--- src/rtl/crossing_pkg.sv ---
// Shared types and defaults for the crossing gate sequencer.
// Holds the FSM state enum, default timings and counter sizing helpers.
package crossing_pkg;

  typedef enum logic [2:0] {
    IDLE,
    WARN,
    LOWERING,
    CLOSED,
    HOLD,
    RAISING,
    FAULT
  } state_e;

  localparam int unsigned WARN_CYCLES_D   = 8;
  localparam int unsigned MOTOR_TIMEOUT_D = 16;
  localparam int unsigned CLEAR_HOLD_D    = 4;
  localparam int unsigned BLINK_HALF_D    = 2;

  function automatic int cnt_w(input int unsigned m);
    return (m < 1) ? 1 : $clog2(m + 1);
  endfunction

  function automatic int unsigned max3(
    input int unsigned a,
    input int unsigned b,
    input int unsigned c
  );
    int unsigned m;
    m = (a > b) ? a : b;
    return (m > c) ? m : c;
  endfunction

endpackage

--- src/rtl/crossing_flasher.sv ---
// Alternating two-lamp flasher; phase held at 1 while disabled
// so lamp A lights on the first enabled cycle.
module crossing_flasher
  import crossing_pkg::*;
#(
  parameter int unsigned BLINK_HALF = BLINK_HALF_D
) (
  input  logic clk,
  input  logic rst,
  input  logic en,
  output logic lamp_a,
  output logic lamp_b
);

  localparam int CW = cnt_w(BLINK_HALF);
  localparam logic [CW-1:0] LAST = CW'(BLINK_HALF - 1);

  logic [CW-1:0] r_cnt;
  logic          r_phase;

  always_ff @(posedge clk) begin
    if (rst || !en) begin
      r_cnt   <= '0;
      r_phase <= 1'b1;
    end else if (r_cnt == LAST) begin
      r_cnt   <= '0;
      r_phase <= ~r_phase;
    end else begin
      r_cnt <= r_cnt + CW'(1);
    end
  end

  assign lamp_a = en & r_phase;
  assign lamp_b = en & ~r_phase;

endmodule

--- src/rtl/crossing_gate_seq.sv ---
// Barrier/lamp sequencer: warn, lower, hold, clear, raise, with fault latch.
// Define CROSSING_BELL_EN to add the bell output.
module crossing_gate_seq
  import crossing_pkg::*;
#(
  parameter int unsigned WARN_CYCLES   = WARN_CYCLES_D,
  parameter int unsigned MOTOR_TIMEOUT = MOTOR_TIMEOUT_D,
  parameter int unsigned CLEAR_HOLD    = CLEAR_HOLD_D,
  parameter int unsigned BLINK_HALF    = BLINK_HALF_D
) (
  input  logic clk,
  input  logic rst,
  input  logic gx,
  input  logic gy,
  input  logic down_lim,
  input  logic up_lim,
  output logic motor_down,
  output logic motor_up,
  output logic lamp_a,
  output logic lamp_b,
  output logic gate_closed,
  output logic fault
`ifdef CROSSING_BELL_EN
  ,
  output logic bell
`endif
);

  localparam int CW =
    cnt_w(max3(WARN_CYCLES, MOTOR_TIMEOUT, CLEAR_HOLD));
  localparam logic [CW-1:0] WARN_LAST  = CW'(WARN_CYCLES - 1);
  localparam logic [CW-1:0] MOTOR_LAST = CW'(MOTOR_TIMEOUT - 1);
  localparam logic [CW-1:0] HOLD_LAST  = CW'(CLEAR_HOLD - 1);

  state_e        r_state;
  logic [CW-1:0] r_cnt;
  logic          w_req;
  logic          w_both;
  logic          w_lights;

  assign w_req  = gx | gy;
  assign w_both = up_lim & down_lim;

  // Counter clears on every transition; only staying branches count up.
  always_ff @(posedge clk) begin
    if (rst) begin
      r_state <= IDLE;
      r_cnt   <= '0;
    end else if (w_both) begin
      r_state <= FAULT;
      r_cnt   <= '0;
    end else begin
      r_cnt <= '0;
      unique case (r_state)
        IDLE: begin
          if (w_req) r_state <= WARN;
        end
        WARN: begin
          if (!w_req) r_state <= IDLE;
          else if (r_cnt == WARN_LAST) r_state <= LOWERING;
          else r_cnt <= r_cnt + CW'(1);
        end
        LOWERING: begin
          if (down_lim) r_state <= CLOSED;
          else if (r_cnt == MOTOR_LAST) r_state <= FAULT;
          else r_cnt <= r_cnt + CW'(1);
        end
        CLOSED: begin
          if (!w_req) r_state <= HOLD;
        end
        HOLD: begin
          if (w_req) r_state <= CLOSED;
          else if (r_cnt == HOLD_LAST) r_state <= RAISING;
          else r_cnt <= r_cnt + CW'(1);
        end
        RAISING: begin
          if (w_req) r_state <= LOWERING;
          else if (up_lim) r_state <= IDLE;
          else if (r_cnt == MOTOR_LAST) r_state <= FAULT;
          else r_cnt <= r_cnt + CW'(1);
        end
        FAULT: begin
          r_state <= FAULT;
        end
        default: begin
          r_state <= FAULT;
        end
      endcase
    end
  end

  assign motor_down  = (r_state == LOWERING);
  assign motor_up    = (r_state == RAISING);
  assign gate_closed = (r_state == CLOSED) || (r_state == HOLD);
  assign fault       = (r_state == FAULT);
  assign w_lights    = (r_state != IDLE);

`ifdef CROSSING_BELL_EN
  assign bell = (r_state == WARN) || (r_state == LOWERING)
             || (r_state == RAISING);
`endif

  crossing_flasher #(
    .BLINK_HALF(BLINK_HALF)
  ) u_flasher (
    .clk   (clk),
    .rst   (rst),
    .en    (w_lights),
    .lamp_a(lamp_a),
    .lamp_b(lamp_b)
  );

endmodule

--- config.mk ---
export PLATFORM = sky130hd
export DESIGN_NAME = crossing_gate_seq
export DESIGN_NICKNAME = d
export VERILOG_FILES = /design/src/rtl/crossing_pkg.sv /design/src/rtl/crossing_flasher.sv /design/src/rtl/crossing_gate_seq.sv
export SDC_FILE = /design/constraint.sdc
export NUM_CORES = 1
export LEC_CHECK = 0
export ABC_AREA = 1
export BUFFER_PORTS_ARGS = -buffer_cell sky130_fd_sc_hd__buf_2
export CORE_MARGIN = 2
export CORE_UTILIZATION = 35
export DETAILED_ROUTE_END_ITERATION = 10
export GPL_ROUTABILITY_DRIVEN = 1
export HOLD_SLACK_MARGIN = 0.05
export PLACE_DENSITY = 0.56
export SLEW_MARGIN = 20
export SYNTH_ARGS = -nofsm -noshare
export SYNTH_HDL_FRONTEND = slang
export SYNTH_SLANG_ARGS = --single-unit
--- constraint.sdc ---
create_clock -name clk -period 2.12 [get_ports clk]
set_clock_uncertainty 0.2 [all_clocks]
set_input_delay 0.318 -clock clk [delete_from_list [all_inputs] [get_ports clk]]
set_output_delay 0.318 -clock clk [all_outputs]
set_load 0.05 [all_outputs]
==> metrics.yaml, run 1 <==
outcome: "finished, final reports clean"
post_dp_cell_area_sq_um: 898.4
start_util_pct: 37.05
die_h_um: 52.39
io_pins: 12
ir_drop_uv: 513.4
synth-seq-cells: 11
syn_area_sq_um: 819.5
setup-violations-final: 0
max_stage_delay_ns: 0.53
tns_ns: 0
synthesis.nets: 145
hold_path_class: "primary input to flip-flop"
wl_per_cell_um: 10.49
netlist_instances: 135
rsz0062_at_grt: "false"
cts_buffers: 3
period_share_pct: 92.81
cp_data_arrival_time_ns: 1.45
synth_mux_area_share_pct: 0
dp_hpwl_mm: 1.534
ys_warn_count: 0
vias: 856
syn_to_final_growth_pct: 12.82
post_cts_buffers: 0
cts.sinks: 11
fillerInstances: 269
max_freq_mhz: 508.3
p_per_area_mw_per_mm2: 971.2
ant_nets: 0
cpLargestDelayFamily: "flip-flops"
clockRootBuffer: "clkbuf_4"
startpoint_type: "flip-flop"
synth_top_family_by_area: "simple AND/OR/NAND/NOR gates"
worstPathCellList: "nor2_2 -> nand2_1 -> inv_1 -> nor2_1 -> buf_2"
synth_xor_xnor_area_share_pct: 1.069
finalCriticalPeriod_ns: 1.968
grt_max_degree: 10
cp_max_fo: 9
grt_pass1_vias: 766
drc: 0
final_common_cell: "nand2_1"
insertion_delay_ns: 0.27
worst_pin_slew_ns: 0.3402
dieArea_sq_mm: 0.002745
critPathKind: "flip-flop to primary output"
final_cells: 177
slowest_stage: "dfxtp_1"
cts_resized: 0
cts_tree: "yes"
io_buffers: 11
htreeDepth: 1
rows: 17
overflow: 0
multi_input_area_sq_um: 494.2
dr.pass1.iters: 4
ys_seq_area_share_pct: 26.87
synth_cell_type_count: 22
cts.clk_slew.worst_paths_ns: 0.08
gr-usage-all-layers_pct: 15.89
synth_simple_gate_area_share_pct: 49.62
avgSynthCellArea_sq_um: 6.071
drtIter0Drc: 17
stdcell_area_sq_um: 924.6
crit_required_ns: 1.60
postCtsHoldBufs: 0
nets: 160
grt_pass1_wl_mm: 3.146
regArea_sq_um: 220.2
worst-path-buf-inv: 2
viasPerCell: 4.836
antenna_cells: 0
slew_headroom_pct: 77.29
final_layout_size_suffix_gt1_share_pct: 18.79
synth_compound_area_share_pct: 3.511
wirelength_mm: 1.857
place.gp.congestion: 0.8148
antenna_found_initial: 0
clockBufferDepth: 2
hold_violations: 0
yosys.area_share.adder_pct: 6.107
critical_path.endpoint_type: "primary output"
p_leak_nw: 0.5099
finalMaxSlewViolations: 0
placedCellCount: 173
dieWidth_um: 52.39
core-area_sq_mm: 0.002212
drv_cap: 0
final_cell_mix: "32 x nand2_1, 24 x nor2_1, 22 x inv_1"
==> area by class of cell <==
type / count / share of cell area, %
timing repair buffer: 11 / 5.954
inverter: 25 / 10.15
sequential: 11 / 23.82
multi-input combinational: 98 / 53.45
clock buffer: 4 / 2.842
tap: 28 / 3.789
==> through the flow <==
stage	setup slack (ns)	total power, mW	hold slack, ns	util (%)
5_1_grt	0.01877	0.9754	0.1149	41.80
3_3_place_gp	0.4608	0.7499	0.2061	40.61
4_1_cts	0.1406	0.9091	0.07896	41.80
3_5_place_dp	0.4645	0.7533	0.2190	40.61
2_1_floorplan	0.3021	0.6684	0.1973	-
6_report	0.1525	0.8980	0.08785	41.80
==> path summary, 6_finish.rpt <==
kind,from,to,slack (ns),depth (start not counted)
setup / recovery,r_state[1]$_SDFFE_PP0P_,lamp_b,0.15,5
hold / removal,rst,u_flasher.r_phase$_SDFFE_PP1P_,0.09,3
setup reg to reg,r_cnt[0]$_SDFF_PP0_,r_state[0]$_SDFFE_PP0P_,0.49,9
hold reg to reg,u_flasher.r_cnt[0]$_SDFF_PP0_,u_flasher.r_cnt[0]$_SDFF_PP0_,0.22,1
==> synthesized netlist by cell type, drive strengths merged <==
master  number  share of area (%)
nand3b       1               0.92
nand4        3                2.3
o211ai       1               0.92
nand3       18                 12
nor3         2                1.8
nand2       35                 17
dfxtp       11                 27
buf          1                1.4
o21ai        2                1.2
a21oi        1               0.61
xor2         1                1.1
nor2        29                 15
a31oi        1               0.76
ha           4                6.1
inv         25                 11
==> state kept, by name (all words and copies together) (netlist names) <==
signal             flops
r_state                3
r_cnt                  5
u_flasher.r_cnt        2
u_flasher.r_phase      1
==> worst reg2reg max path: cells and delay by family, from the launching register on <==
kind	cells	cell delay (ns)
simple gates	7	0.62
fa+ha+maj	2	0.42
flops	1	0.33
==> cell families (layout without fill, tap and decap cells) <==
group / Yosys count / in the layout
buffers and inverters: 26 / 40
AND/OR/NAND/NOR: 88 / 88
flip-flops: 11 / 11
XOR/XNOR: 1 / 1
AO/OA/AOI/OAI: 5 / 5
adder cells (fa/ha/maj): 4 / 4
==> metal layers <==
metal | track usage (%) | up-vias | routed length, um
li1 | - | 445 | -
met1 | 19.89 | 382 | 830
met2 | 26.25 | 25 | 902
met4 | 8.974 | 0 | 31
met5 | 0 | - | 0
met3 | 1.714 | 4 | 91
==> power breakdown <==
part | switching [mW] | leakage [nW] | internal, mW | total (mW)
sequential | 0.0441 | 0.0898 | 0.241 | 0.285
combinational | 0.332 | 0.405 | 0.130 | 0.463
clock | 0.0774 | 0.0150 | 0.0729 | 0.150
Power figures use the tool's default switching activity.
==> run 2: changes to the inputs <==
- clock period: 2.12 -> 2.1 ns (I/O delays scaled with it)
==> metrics.yaml, run 2 (synthesized netlist as in run 1, its figures left out) <==
outcome: "finished, final reports clean"
setup_ws_ns: 0.1624  # +0.009926 ns
p_leak_nw: 0.5101  # about the same
overflow: 0  # unchanged
multi_input_area_sq_um: 494.2  # unchanged
slowest_stage: "dfxtp_1"
p_sw_uw: 463.9  # +2.2%
drc: 0  # unchanged
drtIter0Drc: 16  # -1
finalMaxSlewViolations: 0  # unchanged
final_layout_size_suffix_gt1_share_pct: 19.46  # +0.67 points
max_stage_delay_ns: 0.47  # -0.06 ns
dp_hpwl_mm: 1.504  # -2.0%
drv_cap: 0  # unchanged
hold_path_class: "primary input to flip-flop"
max_freq_mhz: 516.1
cp_max_fo: 7  # -2
dr.pass1.iters: 5  # +1
syn_to_final_growth_pct: 12.98
hold_violations: 0  # unchanged
io_pins: 12  # unchanged
insertion_delay_ns: 0.28  # about the same
cts_tree: "yes"
largest_register: "r_cnt"
critical_path.endpoint_type: "primary output"
p_per_area_mw_per_mm2: 987.3  # +1.7%
slew_headroom_pct: 82.33  # +5.0 points
whs_path_depth: 3  # unchanged
finalCriticalPeriod_ns: 1.938
viasPerCell: 4.774  # -1.3%
swShare_pct: 50.74  # +0.21 points
dieArea_sq_mm: 0.002745  # unchanged
start_util_pct: 37.05  # unchanged
worstPathCellList: "nor2_2 -> nand2_1 -> inv_1 -> nor2_1 -> buf_2"
vias: 845  # -1.3%
cts_resized: 0  # unchanged
tns_ns: 0  # unchanged
startpoint_type: "flip-flop"
place.gp.congestion: 0.8065  # -1.0%
grt_pass1_wl_mm: 3.249  # +3.3%
wirelength_mm: 1.859  # +0.11%
rsz0062_at_grt: "false"
antenna_cells: 0  # unchanged
comb_power_share_pct: 51.4  # about the same
cts.sinks: 11  # unchanged
fillerInstances: 255  # -5.2%
gr-usage-all-layers_pct: 16.20  # +0.31 points
p_clk_share_pct: 17.0  # +0.3 points
worst_pin_slew_ns: 0.2647  # -0.07546 ns
sequentialPowerShare_pct: 31.6  # about the same
wl_per_cell_um: 10.50  # +0.11%
core-area_sq_mm: 0.002212  # unchanged
die_h_um: 52.39  # unchanged
period_share_pct: 92.27
rows: 17  # unchanged
antenna_found_initial: 0  # unchanged
htreeDepth: 1  # unchanged
regArea_sq_um: 221.5  # +0.57%
grt_pass1_vias: 787  # +2.7%
dieWidth_um: 52.39  # unchanged
ir_drop_uv: 454.1  # -12%
grt_max_degree: 10  # unchanged
final_cell_mix: "32 x nand2_1, 24 x nor2_1, 22 x inv_1"
reg_top3: "r_cnt x5, r_state x3, u_flasher.r_cnt x2"
clockRootBuffer: "clkbuf_4"
post-place-ws_ns: 0.4257  # -0.03881 ns
crit_required_ns: 1.58  # -0.02 ns
critPathKind: "flip-flop to primary output"
setup-violations-final: 0  # unchanged
post_cts_buffers: 0  # unchanged
cts_buffers: 3  # unchanged
cts.clk_slew.worst_paths_ns: 0.08  # about the same
io_buffers: 11  # unchanged
largest_reg_flops: 5  # unchanged
r2r_cells: 8  # -1
clockBufferDepth: 2  # unchanged
nets: 160  # unchanged
postCtsHoldBufs: 0  # unchanged
intPower_uw: 450.3  # +1.4%
final_common_cell: "nand2_1"
cp_data_arrival_time_ns: 1.42  # -0.03 ns
ant_nets: 0  # unchanged
run 2: cell types whose count changed in the layout (fill, tap and decap cells not counted):
cell / change
dfxtp_1: -1
dfxtp_2: +1
run 2: worst paths after layout:
kind,startpoint,slack (ns),endpoint
max reg2reg,r_cnt[0]$_SDFF_PP0_,0.46,r_state[1]$_SDFFE_PP0P_
min,rst,0.08,u_flasher.r_phase$_SDFFE_PP1P_
max,r_state[0]$_SDFFE_PP0P_,0.16,lamp_a
min reg2reg,u_flasher.r_cnt[0]$_SDFF_PP0_,0.22,u_flasher.r_cnt[0]$_SDFF_PP0_
run 2: worst max-delay path: cells and delay by family, from the launching register on:
kind,cells,cell delay [ns]
DFF,1,0.47
buffers and inverters,2,0.36
and+or+nand+nor,3,0.31
run 2: area by class of cell:
type / count / share of cell area, %
clock buffers: 4 / 2.838
inverters: 25 / 10.14
multi-input cells: 98 / 53.38
flip-flops and latches: 11 / 23.92
well taps: 28 / 3.784
repair buffers: 11 / 5.946
run 2: power by group through the flow:
stage / clock, mW / combinational (mW) / sequential [mW]
6_report: 0.155 / 0.470 / 0.289
5_1_grt: 0.167 / 0.526 / 0.297
4_1_cts: 0.156 / 0.471 / 0.287
3_5_place_dp: 0 / 0.470 / 0.292
3_3_place_gp: 0 / 0.465 / 0.292
2_1_floorplan: 0 / 0.404 / 0.271
run 2: layer usage:
layer | global-route usage [%] | share of wire (%) | vias up
li1 | - | - | 449
met3 | 1.714 | 5.8 | 4
met2 | 27.92 | 47 | 28
met4 | 8.974 | 1.9 | 0
met1 | 19.40 | 45 | 364
met5 | 0 | 0 | -
run 2: per-stage QoR:
stage / utilization (%) / cell area (sq um) / instances / hold slack (ns) / power [mW]
CTS: 41.80 / 924.6 / 177 / 0.08057 / 0.9149
global placement: 40.61 / 898.4 / 173 / 0.2061 / 0.7571
finish: 41.86 / 925.9 / 177 / 0.07644 / 0.9142
global route: 41.86 / 925.9 / 177 / 0.09387 / 0.9902
floorplan: - / 819.5 / 135 / 0.1973 / 0.6748
detailed placement: 40.61 / 898.4 / 173 / 0.2187 / 0.7624
==> run 3: changes to the inputs <==
- BUFFER_PORTS_ARGS: -buffer_cell sky130_fd_sc_hd__buf_2 -> -buffer_cell sky130_fd_sc_hd__clkbuf_2
==> metrics.yaml, run 3 (synthesized netlist as in run 1, its figures left out) <==
outcome: "finished, final reports clean"
grt_pass1_wl_mm: 3.353  # +3.2%
gr-usage-all-layers_pct: 16.52  # +0.32 points
worstPathCellList: "nor2_2 -> nand2_1 -> inv_1 -> nor2_1 -> clkbuf_2"
final_core_utilization_pct: 41.86  # unchanged
whs_path_depth: 3  # unchanged
place.gp.congestion: 0.8395  # +4.1%
postCtsHoldBufs: 0  # unchanged
syn_to_final_growth_pct: 12.98  # unchanged
tns_ns: 0  # unchanged
final_cell_mix: "32 x nand2_1, 24 x nor2_1, 22 x inv_1"
final_common_cell: "nand2_1"
antenna_cells: 0  # unchanged
r2r_cells: 9  # +1
final_layout_size_suffix_gt1_share_pct: 19.46  # unchanged
clockRootBuffer: "clkbuf_4"
io_pins: 12  # unchanged
setup-violations-final: 0  # unchanged
p_per_area_mw_per_mm2: 986.4  # about the same
worst-path-buf-inv: 2  # unchanged
cts_tree: "yes"
rsz0062_at_grt: "false"
dr.pass1.iters: 4  # -1
nets: 160  # unchanged
wl_per_cell_um: 10.81  # +2.9%
max_freq_mhz: 505.2  # -2.1%
crit_required_ns: 1.58  # about the same
cts_buffers: 3  # unchanged
post-place-ws_ns: 0.4098  # -0.01589 ns
rrSetupSlack_ns: 0.44  # -0.02 ns
dp_hpwl_mm: 1.537  # +2.2%
grt_max_degree: 10  # unchanged
antenna_found_initial: 0  # unchanged
io_buffers: 11  # unchanged
setup_ws_ns: 0.1207  # -0.04167 ns
wirelength_mm: 1.913  # +2.9%
htreeDepth: 1  # unchanged
finalCriticalPeriod_ns: 1.979  # +0.04167 ns
cp_max_fo: 7  # unchanged
slew_headroom_pct: 80.92  # -1.4 points
r2r-start: "r_cnt[0]$_SDFF_PP0_"
critPathKind: "flip-flop to primary output"
slowest_stage: "dfxtp_1"
holdCritStartpoint: "rst"
vias: 873  # +3.3%
largest_register: "r_cnt"
largest_reg_flops: 5  # unchanged
p_leak_nw: 0.5076  # -0.49%
insertion_delay_ns: 0.28  # about the same
dieArea_sq_mm: 0.002745  # unchanged
reg_top3: "r_cnt x5, r_state x3, u_flasher.r_cnt x2"
ant_nets: 0  # unchanged
overflow: 0  # unchanged
rows: 17  # unchanged
cts.clk_slew.worst_paths_ns: 0.07  # about the same
finalMaxSlewViolations: 0  # unchanged
die_h_um: 52.39  # unchanged
drtIter0Drc: 17  # +1
max_stage_delay_ns: 0.49  # +0.02 ns
drc: 0  # unchanged
power_uw: 913.3  # about the same
start_util_pct: 37.05  # unchanged
fillerInstances: 255  # unchanged
hold_violations: 0  # unchanged
core-area_sq_mm: 0.002212  # unchanged
cts.sinks: 11  # unchanged
drv_cap: 0  # unchanged
clockBufferDepth: 2  # unchanged
period_share_pct: 94.25  # +2.0 points
startpoint_type: "flip-flop"
cp_data_arrival_time_ns: 1.46  # +0.04 ns
dieWidth_um: 52.39  # unchanged
critical_path.endpoint_type: "primary output"
cpLargestDelayFamily: "flip-flops"
reg2reg_to: "r_state[0]$_SDFFE_PP0P_"
ir_drop_uv: 461.1  # +1.5%
worst_pin_slew_ns: 0.2857  # +0.02100 ns
viasPerCell: 4.932  # +3.3%
grt_pass1_vias: 814  # +3.4%
min_to: "u_flasher.r_phase$_SDFFE_PP1P_"
hold_path_class: "primary input to flip-flop"
-- run 3: changes by cell type in the layout (fill, tap and decap cells not counted), sizes merged --
cell,delta
buf,-11
clkbuf,+11
-- run 3: report_power, final --
group / switching (mW) / internal, mW / total [mW]
clock: 0.0741 / 0.0737 / 0.148
combinational: 0.344 / 0.131 / 0.475
sequential: 0.0457 / 0.245 / 0.291
total: 0.464 / 0.450 / 0.913
-- run 3: tightest hold or removal path: stages --
cell and delay [ns]:
clkbuf_2 0.11, nor2_1 0.06, nand3_1 0.06
-- run 3: how the worst max path moves through the flow --
stage	startpoint	end	slack [ns]	cells past startpoint
after floorplan	r_state[0]$_SDFFE_PP0P_	lamp_a	0.29	4
after global placement	r_state[1]$_SDFFE_PP0P_	lamp_a	0.42	5
after detailed placement	r_state[1]$_SDFFE_PP0P_	lamp_a	0.41	5
after CTS	r_state[1]$_SDFFE_PP0P_	lamp_a	0.09	5
after global routing	r_state[0]$_SDFFE_PP0P_	lamp_a	0.007	5
final	r_state[0]$_SDFFE_PP0P_	lamp_a	0.12	5
-- run 3: repair_timing --
| item | in CTS | in global routing |
|---|---|---|
| setup buffers | 0 | 0 |
| endpoints found under the hold margin | 0 | 0 |
| resized for setup | 0 | 1 |
| setup endpoints to repair | 0 | 2 |
-- run 3: per-layer routing --
| layer | vias to the layer above | global-route usage, % | routed length (um) |
|---|---|---|---|
| li1 | 450 | - | - |
| met1 | 392 | 19.96 | 873 |
| met3 | 5 | 1.714 | 86 |
| met5 | - | 0 | 0 |
| met2 | 26 | 28.33 | 902 |
| met4 | 0 | 8.974 | 51 |
-- run 3: area by class of cell --
class / count / area (sq um) / share of cell area [%]
clock buffer: 4 / 26.28 / 2.838
timing repair buffer: 11 / 55.05 / 5.946
tap: 28 / 35.03 / 3.784
sequential: 11 / 221.5 / 23.92
inverter: 25 / 93.84 / 10.14
multi-input combinational: 98 / 494.2 / 53.38
-- run 3: metrics by stage --
stage	hold slack [ns]	cell area [sq um]	std cells
2_1_floorplan	0.1973	819.5	135
3_3_place_gp	0.2061	898.4	173
3_5_place_dp	0.2145	898.4	173
4_1_cts	0.08510	924.6	177
5_1_grt	0.1201	925.9	177
6_report	0.09173	925.9	177
